<file path="src/rtl/forwarding_hazard_unit_pkg.sv">
// Shared types and constants for the forwarding / hazard unit.
package forwarding_hazard_unit_pkg;

  localparam int unsigned RegAddrWDefault = 3;
  // Entries carry rd at a fixed width so one packed type serves every REG_ADDR_W <= this.
  localparam int unsigned MaxRegAddrW     = 8;
  // Select value meaning "use the register-file value".
  localparam int unsigned FWD_NONE        = 0;

  typedef struct packed {
    logic                   valid;
    logic                   we;
    logic                   is_load;
    logic [MaxRegAddrW-1:0] rd;
  } entry_t;

  // A live writer will really update rd; register 0 is ignored when it is hard-wired.
  function automatic logic is_live_writer(entry_t e, logic has_zero_reg);
    return e.valid & e.we & ~(has_zero_reg & (e.rd == '0));
  endfunction

endpackage

</file>
<file path="src/rtl/forwarding_hazard_unit_fwd_priority_match.sv">
// Priority match of one EX source register against the downstream result stages.
module forwarding_hazard_unit_fwd_priority_match
  import forwarding_hazard_unit_pkg::*;
#(
  parameter int unsigned REG_ADDR_W   = RegAddrWDefault,
  parameter int unsigned FWD_DEPTH    = 2,
  parameter int unsigned HAS_ZERO_REG = 0,
  parameter int unsigned SEL_W        = $clog2(FWD_DEPTH + 1)
) (
  input  logic                  ex_valid_i,
  input  logic [REG_ADDR_W-1:0] rs_i,
  input  entry_t [FWD_DEPTH-1:0] fwd_i,  // index 0 is stage 1
  output logic [SEL_W-1:0]      sel_o,
  output logic                  load_hit_o
);

  // Walk oldest to youngest so the youngest matching producer overrides.
  always_comb begin
    sel_o      = SEL_W'(FWD_NONE);
    load_hit_o = 1'b0;
    for (int k = int'(FWD_DEPTH) - 1; k >= 0; k--) begin
      if (ex_valid_i && is_live_writer(fwd_i[k], HAS_ZERO_REG != 0) &&
          (fwd_i[k].rd == MaxRegAddrW'(rs_i))) begin
        sel_o      = SEL_W'(k + 1);
        load_hit_o = fwd_i[k].is_load;
      end
    end
  end

endmodule

</file>
<file path="src/rtl/forwarding_hazard_unit.sv">
// Shadow pipeline tracking in-flight writes: forwarding selects, load-use stall, stall counter.
module forwarding_hazard_unit
  import forwarding_hazard_unit_pkg::*;
#(
  parameter int unsigned REG_ADDR_W   = RegAddrWDefault,
  parameter int unsigned NUM_SRC      = 2,
  parameter int unsigned FWD_DEPTH    = 2,
  parameter int unsigned HAS_ZERO_REG = 0,
  parameter int unsigned CNT_W        = 16,
  parameter int unsigned SEL_W        = $clog2(FWD_DEPTH + 1)
) (
  input  logic                          i_clk,
  input  logic                          i_reset,
  input  logic                          i_hold,
  input  logic                          i_flush,
  input  logic                          i_id_valid,
  input  logic [NUM_SRC*REG_ADDR_W-1:0] i_id_rs,
  input  logic [REG_ADDR_W-1:0]         i_id_rd,
  input  logic                          i_id_we,
  input  logic                          i_id_is_load,
  output logic                          o_stall,
  output logic [NUM_SRC*SEL_W-1:0]      o_fwd_sel,
  output logic [CNT_W-1:0]              o_stall_count
);

  entry_t                          ex_q, ex_d;
  logic [NUM_SRC*REG_ADDR_W-1:0]   ex_rs_q, ex_rs_d;
  entry_t [FWD_DEPTH-1:0]          fwd_q, fwd_d;
  logic [CNT_W-1:0]                cnt_q, cnt_d;
  logic                            rs_hit;
  logic [NUM_SRC-1:0]              load_hit;

  // Does any decode source name the register the EX instruction writes?
  always_comb begin
    rs_hit = 1'b0;
    for (int s = 0; s < int'(NUM_SRC); s++) begin
      if (ex_q.rd == MaxRegAddrW'(i_id_rs[s*REG_ADDR_W +: REG_ADDR_W])) begin
        rs_hit = 1'b1;
      end
    end
  end

  // Flush kills the consumer, so it also cancels the stall.
  assign o_stall = ~i_flush & i_id_valid & is_live_writer(ex_q, HAS_ZERO_REG != 0) &
                   ex_q.is_load & rs_hit;

  assign o_stall_count = cnt_q;

  // Advance the shadow pipeline and counter unless the whole pipe is held.
  always_comb begin
    ex_d    = ex_q;
    ex_rs_d = ex_rs_q;
    fwd_d   = fwd_q;
    cnt_d   = cnt_q;
    if (!i_hold) begin
      fwd_d[0] = ex_q;
      for (int k = 1; k < int'(FWD_DEPTH); k++) begin
        fwd_d[k] = fwd_q[k-1];
      end
      ex_d    = '0;
      ex_rs_d = i_id_rs;
      if (i_id_valid && !o_stall && !i_flush) begin
        ex_d.valid   = 1'b1;
        ex_d.we      = i_id_we;
        ex_d.is_load = i_id_is_load;
        ex_d.rd      = MaxRegAddrW'(i_id_rd);
      end
      if (o_stall && (cnt_q != '1)) begin
        cnt_d = cnt_q + CNT_W'(1);
      end
    end
  end

  // State registers with asynchronous reset to an empty pipeline.
  always_ff @(posedge i_clk or posedge i_reset) begin
    if (i_reset) begin
      ex_q    <= '0;
      ex_rs_q <= '0;
      fwd_q   <= '0;
      cnt_q   <= '0;
    end else begin
      ex_q    <= ex_d;
      ex_rs_q <= ex_rs_d;
      fwd_q   <= fwd_d;
      cnt_q   <= cnt_d;
    end
  end

  for (genvar s = 0; s < NUM_SRC; s++) begin : g_src
    forwarding_hazard_unit_fwd_priority_match #(
      .REG_ADDR_W  (REG_ADDR_W),
      .FWD_DEPTH   (FWD_DEPTH),
      .HAS_ZERO_REG(HAS_ZERO_REG),
      .SEL_W       (SEL_W)
    ) u_match (
      .ex_valid_i(ex_q.valid),
      .rs_i      (ex_rs_q[s*REG_ADDR_W +: REG_ADDR_W]),
      .fwd_i     (fwd_q),
      .sel_o     (o_fwd_sel[s*SEL_W +: SEL_W]),
      .load_hit_o(load_hit[s])
    );

    // The load-use stall must keep a load from ever being the stage-1 source.
    assert property (@(posedge i_clk) disable iff (i_reset)
      !((o_fwd_sel[s*SEL_W +: SEL_W] == SEL_W'(1)) && load_hit[s]));
  end

endmodule

</file>
<file path="config.mk">
export PLATFORM = sky130hd
export DESIGN_NAME = forwarding_hazard_unit
export DESIGN_NICKNAME = d
export VERILOG_FILES = /design/src/rtl/forwarding_hazard_unit_pkg.sv /design/src/rtl/forwarding_hazard_unit_fwd_priority_match.sv /design/src/rtl/forwarding_hazard_unit.sv
export SDC_FILE = /design/constraint.sdc
export NUM_CORES = 1
export LEC_CHECK = 0
export CORE_AREA = 4 4 61 85
export DETAILED_ROUTE_END_ITERATION = 10
export DIE_AREA = 0 0 65 89
export GPL_TIMING_DRIVEN = 1
export PLACE_DENSITY_LB_ADDON = 0.2
export SYNTH_ARGS = -nofsm -noshare
export SYNTH_HDL_FRONTEND = slang
export SYNTH_SLANG_ARGS = --single-unit
</file>
<file path="constraint.sdc">
create_clock -name i_clk -period 2.3 [get_ports i_clk]
set_input_delay 0.46 -clock i_clk [delete_from_list [all_inputs] [get_ports i_clk]]
set_output_delay 0.46 -clock i_clk [all_outputs]
set_load 0.01 [all_outputs]
</file>
==> flow_metrics.tcl <==
set metrics [dict create \
    setup_slack_ns 0.101 \
    drt_wl_total_um 3760 \
    finalCriticalPeriod_ns 2.20 \
    hold_viol_final 0 \
    synth_top_area_share_pct 49.8 \
    wire_per_inst_um 14.2 \
    max_slew_margin_pct 68.5 \
    core_um2 4460 \
    synth-edff-count 0 \
    synthAdderAreaFrac_pct 0.655 \
    drc 0 \
    synth_area_leader_cell "dfrtp_1" \
    hp-class "reg -> reg" \
    path_cells "clkdlybuf4s50_1, xnor2_1, nand3_1, a21oi_4, and3b_1, clkbuf_2" \
    diodes 0 \
    synth_area_leaders "dfrtp_1 (50%), xnor2_1 (11%), mux2_2 (9.4%)" \
    cp_slowest_cell "clkdlybuf4s50_1" \
    ir_drop_mv 0.383 \
    vias_per_cell 4.98 \
    portBuffers 36 \
    yosysWarnings 0 \
    finClkSkew_ns 0.00171 \
    status "finished, final reports clean" \
    die-width_um 65 \
    cts_setup_buffers 0 \
    cts.sinks 38 \
    synth_ff_type "dfrtp_1" \
    ys_ff_latch 38 \
    syn_avg_cell_area_um2 12.3 \
    wl_met1_um 1590 \
    start_kind "primary input" \
    synth_common_cells "dfrtp_1 (38), xnor2_1 (24), mux2_2 (16)" \
    synth_compound_area_share_pct 4.65 \
    synthSimpleGateAreaFrac_pct 16.6 \
    slowest_delay_ns 0.49 \
    die_y_um 89 \
    seq_area_frac_synth_pct 49.8 \
    cts_buffer_depth 2 \
    multi_input_area_um2 920 \
    synth-async-reset-ratio_pct 100 \
    muxShareOfSynthArea_pct 10.0 \
    synth_nets 172 \
    synth_area_um2 1910 \
    path_class "in -> out" \
    arrival_ns 1.74 \
    overflow 0 \
    drive_gt1_share_pct 24.3 \
    cts.clk_slew.worst_paths_ns 0.07 \
    finalCritPeriodShare_pct 95.6 \
    rows 29 \
    start_util_pct 42.8 \
    area.sequential_um2 951 \
    crit_required_ns 1.84 \
    synth_top_family_by_area "simple AND/OR/NAND/NOR gates" \
    hpwl_um 2790 \
    htreeDepth 2 \
    max_freq_ghz 0.455 \
    synth.most_common_cell "dfrtp_1" \
    vias 1314 \
    routed-wl-met3_um 167 \
    worstMarginPinSlew_ns 0.472 \
    highest_layer "met4" \
    ioPinCount 37 \
    cellLeakagePower_nw 1.07 \
    grt_max_degree 39 \
    antenna_found_initial 0 \
    syn_inst 155 \
    holdWs_ns 0.496 \
    setup_viol 0 \
    rsz0062_at_grt "no" \
    power_density_nw_per_um2 549 \
    fill_cells 389 \
    cts_root_buf "clkbuf_8" \
    end_kind "output pin" \
    cp_max_fo 2 \
    grt_pass1_wl_um 6440 \
    track_usage_pct 14.5 \
    dieArea_um2 5790 \
    drt_first_pass_iters 4 \
    cap_violations 0 \
    synthDistinctLibCells 28 \
    syn_to_final_growth_pct 29.4 \
    drtAntennaViolNets 0 \
    drt-initial-drc-count 39 \
    synth_xor_area_share_pct 15.5 \
    wl_met2_um 1940 \
    dpl_worst_slack_ns -0.305 \
    grt_pass1_vias 1436 \
    place.gp.congestion 0.787 \
    cts_made_buffers 5 \
    clk_latency_ns 0.28 \
    slew_viol_final 0 \
    cts_tree "yes" \
    layout.nets 218 \
]
## worst paths after layout
path	start	endpoint	slack, ns	cells after the start
setup / recovery	i_id_rs[2]	o_stall	0.10	6
hold / removal	o_stall_count[12]	o_stall_count[12]	0.50	1
setup reg to reg	o_stall_count[0]	o_stall_count[1]	0.36	6
hold reg to reg	o_stall_count[12]	o_stall_count[12]	0.50	1
max in group asynchronous	i_reset	fwd_q[11]	1.39	3
min in group asynchronous	i_reset	ex_q[1]	0.57	3
## cells by family after synthesis
family          Yosys count
simple gates             48
flops                    38
xor+xnor                 33
mux                      17
buf+inv                  10
compound gates            8
fa+ha+maj                 1
## sequential cells by signal, summed over array words and instances, names as in the netlist
register,flops
ex_q,6
ex_rs_q,6
fwd_q,10
o_stall_count,16
## cell usage in the layout (no fill, tap or decap), drive strengths merged, types with 6 or more instances in the layout
master,synthesis,layout
clkbuf,1,7
xor2,8,8
xnor2,25,25
clkdlybuf4s50,0,31
nor2,7,7
dfrtp,38,38
mux2,17,17
buf,3,7
nand3,16,16
inv,6,6
nand4,7,7
## layer usage
metal | up-vias | track usage, %
met1 | 650 | 16.7
met3 | 8 | 3.90
met5 | - | 0
li1 | 628 | -
met2 | 28 | 25.5
met4 | 0 | 5.77
## layout make-up
| class | count | share of cell area [%] |
|---|---|---|
| tap | 62 | 3.14 |
| inverter | 6 | 0.911 |
| multi-input combinational | 107 | 37.2 |
| sequential | 38 | 38.5 |
| clock buffer | 6 | 3.34 |
| clock inverter | 2 | 0.506 |
| timing repair buffer | 43 | 16.4 |
## critical path: cells and delay by family
family | cells | cell delay (ns)
AO/OA/AOI/OAI | 1 | 0.19
XOR/XNOR | 1 | 0.13
buffers and inverters | 2 | 0.62
AND/OR/NAND/NOR | 2 | 0.33
## where the power goes
group | switching (mW) | internal [mW]
registers | 0.0340 | 0.701
logic | 0.0652 | 0.0866
clock network | 0.230 | 0.241
total | 0.329 | 1.03
## repair_timing
action | in CTS | in global routing
gates resized for setup | 7 | 2
pin swaps | 5 | 3
hold endpoints to repair | 0 | 0
endpoints found under the setup margin | 5 | 2
hold buffers | 0 | 0
## stage by stage
| step | utilization (%) | cell area [µm²] | setup TNS, ns | power (mW) | instances |
|---|---|---|---|---|---|
| after floorplan | - | 1910 | 0 | 0.840 | 155 |
| after global placement | 53.1 | 2370 | -0.288 | 0.896 | 256 |
| after detailed placement | 53.1 | 2370 | -0.308 | 0.901 | 256 |
| after CTS | 55.5 | 2470 | -0.00968 | 1.38 | 264 |
| after global routing | 55.4 | 2470 | 0 | 1.45 | 264 |
| final | 55.4 | 2470 | 0 | 1.36 | 264 |
Power figures use the tool's default switching activity.
